===== src/rtl/instruction_fetch_unit.sv =====
// instruction_fetch_unit
//
// Fetch stage: owns the program counter, reads one 32-bit instruction word per
// instruction over a req/ack handshake, holds it in the instruction register
// and exposes the decoded cond/op/funct/rd fields until the datapath signals
// completion with `advance`.
//
// Ports
//   clk, rst          clock, asynchronous active-low reset
//   pc_src            1: next pc is branch_target (word-aligned), 0: pc + 4
//   branch_target     branch / pc-write result from the datapath
//   advance           datapath finished the instruction in the IR
//   imem_req/addr     instruction memory read request and word address
//   imem_ack/rdata    memory returns data this cycle
//   instr, instr_valid instruction register and its live flag (EXEC)
//   cond/op/funct/rd  field slices of instr
//   pc, pc_plus8      address of the IR instruction and the R15 read value
//   align_err         sticky flag: a taken branch target was misaligned
//   retired_count     number of completed instructions (wraps)
module instruction_fetch_unit #(
  parameter logic [31:0] RESET_PC = 32'h0000_0000
) (
  input  logic        clk,
  input  logic        rst,
  input  logic        pc_src,
  input  logic [31:0] branch_target,
  input  logic        advance,
  output logic        imem_req,
  output logic [31:0] imem_addr,
  input  logic        imem_ack,
  input  logic [31:0] imem_rdata,
  output logic [31:0] instr,
  output logic        instr_valid,
  output logic [3:0]  cond,
  output logic [1:0]  op,
  output logic [5:0]  funct,
  output logic [3:0]  rd,
  output logic [31:0] pc,
  output logic [31:0] pc_plus8,
  output logic        align_err,
  output logic [31:0] retired_count
);

  typedef enum logic [1:0] {StIdle, StFetch, StExec} state_e;

  state_e      state_q, state_d;
  logic [31:0] pc_q, pc_d;
  logic [31:0] instr_q, instr_d;
  logic        align_err_q, align_err_d;
  logic [31:0] retired_q, retired_d;

  always_ff @(posedge clk or negedge rst) begin
    if (!rst) begin
      state_q     <= StIdle;
      pc_q        <= RESET_PC;
      instr_q     <= 32'h0;
      align_err_q <= 1'b0;
      retired_q   <= 32'h0;
    end else begin
      state_q     <= state_d;
      pc_q        <= pc_d;
      instr_q     <= instr_d;
      align_err_q <= align_err_d;
      retired_q   <= retired_d;
    end
  end

  always_comb begin
    state_d     = state_q;
    pc_d        = pc_q;
    instr_d     = instr_q;
    align_err_d = align_err_q;
    retired_d   = retired_q;
    unique case (state_q)
      StIdle: state_d = StFetch;
      StFetch: begin
        if (imem_ack) begin
          instr_d = imem_rdata;
          state_d = StExec;
        end
      end
      StExec: begin
        if (advance) begin
          // Low target bits are dropped; a misaligned target is only flagged.
          pc_d      = pc_src ? {branch_target[31:2], 2'b00} : pc_q + 32'd4;
          retired_d = retired_q + 32'd1;
          state_d   = StFetch;
          if (pc_src && (branch_target[1:0] != 2'b00)) begin
            align_err_d = 1'b1;
          end
        end
      end
      default: state_d = StIdle;
    endcase
  end

  // Outputs decode straight from registered state, so req/addr only move on
  // clock edges or async reset.
  assign imem_req      = (state_q == StFetch);
  assign imem_addr     = pc_q;
  assign instr_valid   = (state_q == StExec);
  assign instr         = instr_q;
  assign cond          = instr_q[31:28];
  assign op            = instr_q[27:26];
  assign funct         = instr_q[25:20];
  assign rd            = instr_q[15:12];
  assign pc            = pc_q;
  assign pc_plus8      = pc_q + 32'd8;
  assign align_err     = align_err_q;
  assign retired_count = retired_q;

endmodule


===== config.mk =====
export PLATFORM = sky130hd
export DESIGN_NAME = instruction_fetch_unit
export DESIGN_NICKNAME = d
export VERILOG_FILES = /design/src/rtl/instruction_fetch_unit.sv
export SDC_FILE = /design/constraint.sdc
export NUM_CORES = 1
export LEC_CHECK = 0
export CORE_MARGIN = 2
export CORE_UTILIZATION = 30
export DETAILED_ROUTE_END_ITERATION = 6
export PLACE_DENSITY = 0.69
export SLEW_MARGIN = 5
export SYNTH_ARGS = -nofsm -noshare
export SYNTH_HDL_FRONTEND = slang
export SYNTH_SLANG_ARGS = --single-unit

===== constraint.sdc =====
create_clock -name clk -period 3.4 [get_ports clk]
set_input_delay 0.34 -clock clk [delete_from_list [all_inputs] [get_ports clk]]
set_output_delay 0.34 -clock clk [all_outputs]
set_load 0.005 [all_outputs]

# Yosys cells after proc, flatten, opt, wreduce, memory -nomap -nowiden
# Index checks and enable logic that the tools add are counted.
# word_totals
reg_bits	99
latchBits	0
ramBits	0
rom_bits	0
input_bits	69
out_inout_bits	179
wordCells	23
n_memories	0
# op_classes
n_addsub	3
n_mul	0
div_mod_pow	0
n_lt_le_gt_ge	0
n_eq_ne	4
n_shift	0
muxes	4
n_bitwise	0
n_reduce_logical	7
# op_table
operator	n
32-bit by 1-bit adder with 32-bit output (second input constant)	1
32-bit by 3-bit adder with 32-bit output (second input constant)	1
32-bit by 4-bit adder with 32-bit output (second input constant)	1
32-bit two-way mux	1
2-bit one-hot mux with 3 select lines	1
2-bit AND reduction	3
2-bit two-way mux	2
3-bit AND reduction	1
2-bit by 1-bit == test with 1-bit output (second input constant)	1
2-bit == test (second input constant)	1
2-bit zero test	1
2-bit by 1-bit inequality test with 1-bit output (second input constant)	1
2-bit inequality test (second input constant)	1
2-bit nonzero test	1
1-bit logical AND	1

# Logic depth before layout (Yosys ltp)
# Gate-level depths: netlist (run 1).
# logic_depth
depth_word	3
depth_mapped	6

# Worst setup path before layout (run 1)
# Ideal clock, no wire load.
# synth_path
kind	register -> output
startpoint	register pc_q[3], in the netlist imem_addr[3]
endpoint	output port pc_plus8[27]
arrival_time_ns	1.731
t_required_ns	3.060
slack_ns	1.329
stages_incl_launch_ff	6
n_path_buf	0
path_cell_list	dfrtp_1 > ha_1 > nand3_1 > nor4_4 > nand4_1 > xnor2_1
# synth_between
elab_chain_cells	1
# synth_rtl
element	line_no	source
start: declaration	47	logic [31:0] pc_q, pc_d;
start signal: assignment	61	pc_q <= pc_d;
32-bit by 4-bit adder with 32-bit output	108	assign pc_plus8 = pc_q + 32'd8;
end: declaration	39	output logic [31:0] pc_plus8,
# No other way between the ends.

# Worst setup path in the final report (run 1)
# layout_path
startpoint	register pc_q[4], in the netlist imem_addr[4]
endpoint	output port pc_plus8[27]
# The elaborated chain is that of the path after synthesis.

==> results of run 1 <==
## flip-flops by register name, summed over array words and instances, names as in the netlist
signal	count
instr	32
retired_count	32
imem_addr	30
state_q	2
align_err	1
## cell usage after synthesis, drive strengths merged, types with 10 or more instances
cell,instances
mux2,32
dfrtp,97
and3,10
xnor2,41
nand3,27
nor3,29
inv,14
nand2,43
clkbuf,15
or3,11
nor2,26
nand4,30
buf,75
xor2,17
a21oi,14
nor4,11
o21ai,24
## cell families after synthesis
group / after synthesis / synth area share
buf+inv: 104 / 0.107
fa+ha+maj: 3 / 0.00648
simple gates: 218 / 0.214
compound gates: 85 / 0.101
mux: 33 / 0.0640
xor+xnor: 58 / 0.0877
other cells: 1 / 0.000648
flops: 97 / 0.419
## power by group through the flow
stage               sequential, mW  combinational, mW  clock [mW]
detailed placement            2.03               2.64           0
global route                  2.07               2.84        1.18
finish                        2.01               2.61        1.09
CTS                           2.01               2.66        1.13
global placement              2.00               2.64           0
floorplan                     1.89               1.26           0
## metrics by stage
stage / std cells / hold slack (ps) / power, mW
final: 1043 / 25.6 / 5.71
after global routing: 1043 / 76.8 / 6.09
after CTS: 1043 / 43.2 / 5.80
after detailed placement: 1027 / 432 / 4.67
after global placement: 1027 / 437 / 4.65
after floorplan: 604 / 44.4 / 3.15
## cells in the final DEF (no fill, tap or decap), types with 3 or more instances in the layout
master,count
clkdlybuf4s50_1,239
dfrtp_1,97
nand2_1,43
xnor2_1,41
mux2_2,32
nor3_1,28
nand3_1,27
nor2_1,26
nand4_1,26
o21ai_0,24
xor2_1,17
inv_1,14
a21oi_1,14
buf_4,12
or3_1,11
and3_1,10
a311oi_1,9
clkbuf_16,9
nor4_1,8
and2_1,7
and4_1,6
conb_1,6
nand2b_1,5
or4_1,4
a211oi_1,4
a22oi_1,4
o2bb2ai_1,4
o22ai_1,4
nand3b_1,3
a32oi_1,3
a41o_1,3
ha_1,3
## worst max-delay path, stage by stage, from the launching register on
cell and delay [ps]:
dfrtp_1 460, ha_1 290, nand3_1 320, nor4_4 520, nand4_1 170, xnor2_1 160, clkdlybuf4s50_1 530
## worst paths after layout
path | slack (ps) | from | to
setup / recovery | 250 | imem_addr[4] | pc_plus8[27]
hold / removal | 30 | rst | retired_count[8]
setup reg to reg | 1160 | imem_addr[2] | imem_addr[18]
hold reg to reg | 470 | retired_count[31] | retired_count[31]
max in group asynchronous | 2660 | rst | imem_addr[5]
min in group clk | 470 | retired_count[31] | retired_count[31]
## metal layers
metal / GRT usage / part of all wire / vias up
met3: 0.0443 / 0.080 / 25
met5: 0 / 0 / -
li1: - / - / 2461
met2: 0.280 / 0.48 / 236
met4: 0.0667 / 0.021 / 0
met1: 0.217 / 0.42 / 2492
## layout make-up
cell class	count	area, sq um	area share
Clock buffer	9	225	0.0268
Sequential cell	97	2430	0.289
Multi-Input combinational cell	403	2760	0.329
Timing Repair Buffer	253	2510	0.299
Clock inverter	7	95.1	0.0113
Inverter	14	52.6	0.00626
Tap cell	260	325	0.0388
==> qor.yml, run 1 <==
routing:
  drt-pass1-iter-count: 4
  wl_per_cell_um: 17.2
  drt_iter0_drc: 336
  drc_errors: 0
  routed_wl_um: 17900
  drtAntennaViolNets: 0
  viasPerCell: 5.00
  vias: 5214
worst_setup_path:
  worst_r2r_path_depth: 5
  crit_required_ps: 3060
  worstPathArrival_ps: 2810
  cp-start-kind: "flip-flop"
  path_max_fanout: 8
  end_kind: "primary output"
  critPathKind: "reg -> out"
job:
  maxCapViolations: 0
logic_synthesis:
  ys_warn_count: 0
  synth.avg_cell_area_sq_um: 9.67
  yosysSeqAreaShare: 0.419
  synth_top_area_frac: 0.419
  yosys_most_used_dff: "dfrtp_1"
  synth-edff-count: 0
  synth_cell_types: 56
  yosys.area.top_type: "dfrtp_1"
  synth_area_leaders: "dfrtp_1 42%, buf_4 7.1%, mux2_2 6.2%"
  ys_ff_latch: 97
  async_reset_ff_frac: 1.00
  synth_area_sq_um: 5790
  netlist_instances: 599
grt:
  grt_max_degree: 55
  grt_overflow: 0
  antenna_found_initial: 0
  track_usage: 0.172
  grt_pass1_wl_um: 27300
  grt_pass1_vias: 4914
power_and_ir_drop:
  power.share.combinational: 0.458
  clock_power_share: 0.191
  ir_worst_vdd_v: 0.000338
  netSwitchingFraction: 0.328
  p_leak_nw: 3.25
  seq_power_share: 0.351
  p_per_area_nw_per_um2: 681
  power.switching_mw: 1.87
  internal_power_mw: 3.84
floorplanning:
  start_util: 0.308
  ios: 248
  rows: 50
  chipWidth_um: 143
  die_area_sq_um: 20400
  die_h_um: 143
  core_sq_um: 18800
timing:
  min_period_ps: 3150
  setup_viol: 0
  rsz0062_at_grt: "false"
  hold_viol: 0
  slew_headroom: 0.538
  finClkSkew_ps: 6.44
  fmax_mhz: 317
  worst_slew_pin_slew_ps: 691
  slew_viol_final: 0
  fin_ws_ps: 248
  finalCritPeriodShare: 0.927
  setup_tns_ps: 0
placed_design:
  port_buffers: 241
  gp_congestion: 0.875
  place_ws_ps: 638
  dp_hpwl_um: 13600
  place_area_sq_um: 8070
finish:
  syn2layout_area_growth_pct: 44.9
  final_core_util: 0.446
  fin_area_sq_um: 8390
  final_net_count: 850
  diodes: 0
  fillers: 1767
  drive_above_1_share: 0.0894
clock_network:
  h-tree-depth: 3
  cts_buffer_depth: 2
  cts_setup_buffers: 0
  clock_sinks: 97
  holdBufCountCts: 0
  cts_tree: "yes"
  clkTransAtPathRegs_ps: 80
  clk_latency_ps: 350
  cts_made_buffers: 9
  cts_repair_resize_count: 0
  cts_root_buffer: "clkbuf_16"
outcome:
  outcome: "finished clean"
hold_path:
  holdCritPathClass: "in -> async"
Power figures use the tool's default switching activity.
==> run 2: changes to the inputs <==
Settings changed: GPL_TIMING_DRIVEN set to 0.
==> qor.yml, run 2 (synthesis results as in run 1) <==
outcome:
  outcome: "finished clean"
placed_design:
  gp_congestion: 0.902
  place_ws_ps: 199
  dp_hpwl_um: 14800
  dp.cells: 1106
  port_buffers: 241
finish:
  seqCellArea_sq_um: 2430
  final_common_cell: "clkdlybuf4s50_1"
  fillers: 1789
  fin_cells: 1122
  final_core_util: 0.471
  mostFrequentLayoutCells: "240 x clkdlybuf4s50_1, 96 x dfrtp_1, 56 x buf_4, 43 x nand2_1, 41 x xnor2_1"
  syn2layout_area_growth_pct: 53.3
  drive_above_1_share: 0.156
  multi_input_area_sq_um: 2770
  final_net_count: 929
grt:
  track_usage: 0.189
  use_met3: 0.0429
  grt.met1_usage: 0.247
  grt_overflow: 0
  grtUsageMet2: 0.311
  grt_pass1_wl_um: 30100
  grt_max_degree: 54
  antenna_found_initial: 1
  grt_pass1_vias: 5530
  grt.busiest_layer: "met2"
timing:
  min_period_ps: 3250
  setup_tns_ps: 0
  slew_headroom: 0.533
  fmax_mhz: 308
  finalCritPeriodShare: 0.956
  fin_ws_ps: 148
  rsz0062_at_grt: "true"
  hold_viol: 0
  slew_viol_final: 0
  setup_viol: 0
  worst_slew_pin_slew_ps: 700
  finClkSkew_ps: 10.2
worst_setup_path:
  worst_r2r_path_depth: 5
  crit_path_frequent_cell: "nand3_1"
  crit_chain: "ha_1 -> nand3_1 -> nor3_2 -> nand3_1 -> xnor2_1 -> clkdlybuf4s50_1"
  rrSetupSlack_ps: 1230
  crit_required_ps: 3060
  crit_cells: 6
  critPathKind: "reg -> out"
  cp-start-kind: "flip-flop"
  reg2reg_to: "imem_addr[8]"
  cp.buffers_inverters: 1
  path_max_fanout: 8
  cp_top_family: "simple AND/OR/NAND/NOR gates"
  end_kind: "primary output"
  crit_slowest_cell: "clkdlybuf4s50_1"
  reg2reg_from: "state_q[0]"
  worstPathArrival_ps: 2910
  cpPeakStageDelay_ps: 520
clock_network:
  clk_latency_ps: 350
  clock_sinks: 97
  cts_made_buffers: 9
  h-tree-depth: 3
  cts_root_buffer: "clkbuf_16"
  clkTransAtPathRegs_ps: 70
  cts_buffer_depth: 2
  cts_tree: "yes"
floorplanning:
  core_sq_um: 18800
  rows: 50
  die_area_sq_um: 20400
  start_util: 0.308
  chipWidth_um: 143
  ios: 248
  die_h_um: 143
job:
  maxCapViolations: 0
power_and_ir_drop:
  ir_worst_vdd_v: 0.000367
  p_leak_nw: 3.55
  power_mw: 6.07
  p_per_area_nw_per_um2: 684
routing:
  viasPerCell: 5.02
  wl_per_cell_um: 17.5
  vias: 5628
  drt-pass1-iter-count: 5
  drtAntennaViolNets: 0
  routed_wl_um: 19600
  drt_iter0_drc: 537
  drc_errors: 0
hold_path:
  holdCritPathClass: "in -> async"
==> run 2: changes by cell type in the layout (fill, tap and decap cells not counted), moves of 2 or more <==
cell      previous run  this run
clkbuf_1             0        15
buf_4               12        56
buf_2                1        20
inv_8                2         0
==> run 2: cell type report <==
class / count / area share
Timing Repair Buffer: 242 / 0.275
Tap cell: 260 / 0.0367
Multi-Input combinational cell: 403 / 0.312
Antenna cell: 1 / 0.000282
Clock buffer: 9 / 0.0254
Inverter: 14 / 0.00592
Clock inverter: 6 / 0.00775
Sequential cell: 97 / 0.274
Buffer: 90 / 0.0641
==> run 2: worst reg2reg max path: stages, from the launching register on <==
cell and delay [ps]:
dfrtp_1 410, nand3b_1 440, buf_2 340, clkbuf_1 520, o21ai_0 180, a21boi_0 150
==> run 2: stage by stage <==
stage                     hold slack, ps  instance area, sq um
after floorplan                     44.4                  5810
final                              0.649                  8870
after detailed placement             393                  8570
after global placement               460                  8550
after CTS                           18.2                  8870
after global routing                41.1                  8870
==> run 2: worst max-delay path by stage <==
stage / startpoint / endpoint / slack [ps]
2_1_floorplan: imem_addr[3] / pc_plus8[27] / 1330
3_3_place_gp: rst / imem_addr[9] / -1880
3_5_place_dp: imem_addr[3] / pc_plus8[25] / 200
4_1_cts: imem_addr[3] / pc_plus8[27] / 130
5_1_grt: imem_addr[4] / pc_plus8[25] / -0.8
6_report: imem_addr[4] / pc_plus8[25] / 150
==> run 2: layer usage <==
layer / vias up / routed length (um)
li1: 2624 / -
met1: 2671 / 8280
met2: 310 / 9310
met3: 23 / 1710
met4: 0 / 349
met5: - / 0
==> run 2: timing repair <==
| item | in CTS | in global routing |
|---|---|---|
| setup buffers | 0 | 0 |
| pin swaps | 0 | 1 |
| gates resized for setup | 2 | 0 |
| hold buffers | 0 | 0 |
| endpoints found under the setup margin | 4 | 2 |
| hold endpoints to repair | 0 | 0 |
==> run 2: report_power, final <==
group          switching [mW]  internal, mW
sequential              0.439          1.52
clock                   0.466         0.571
combinational            1.05          2.02
total                    1.96          4.11
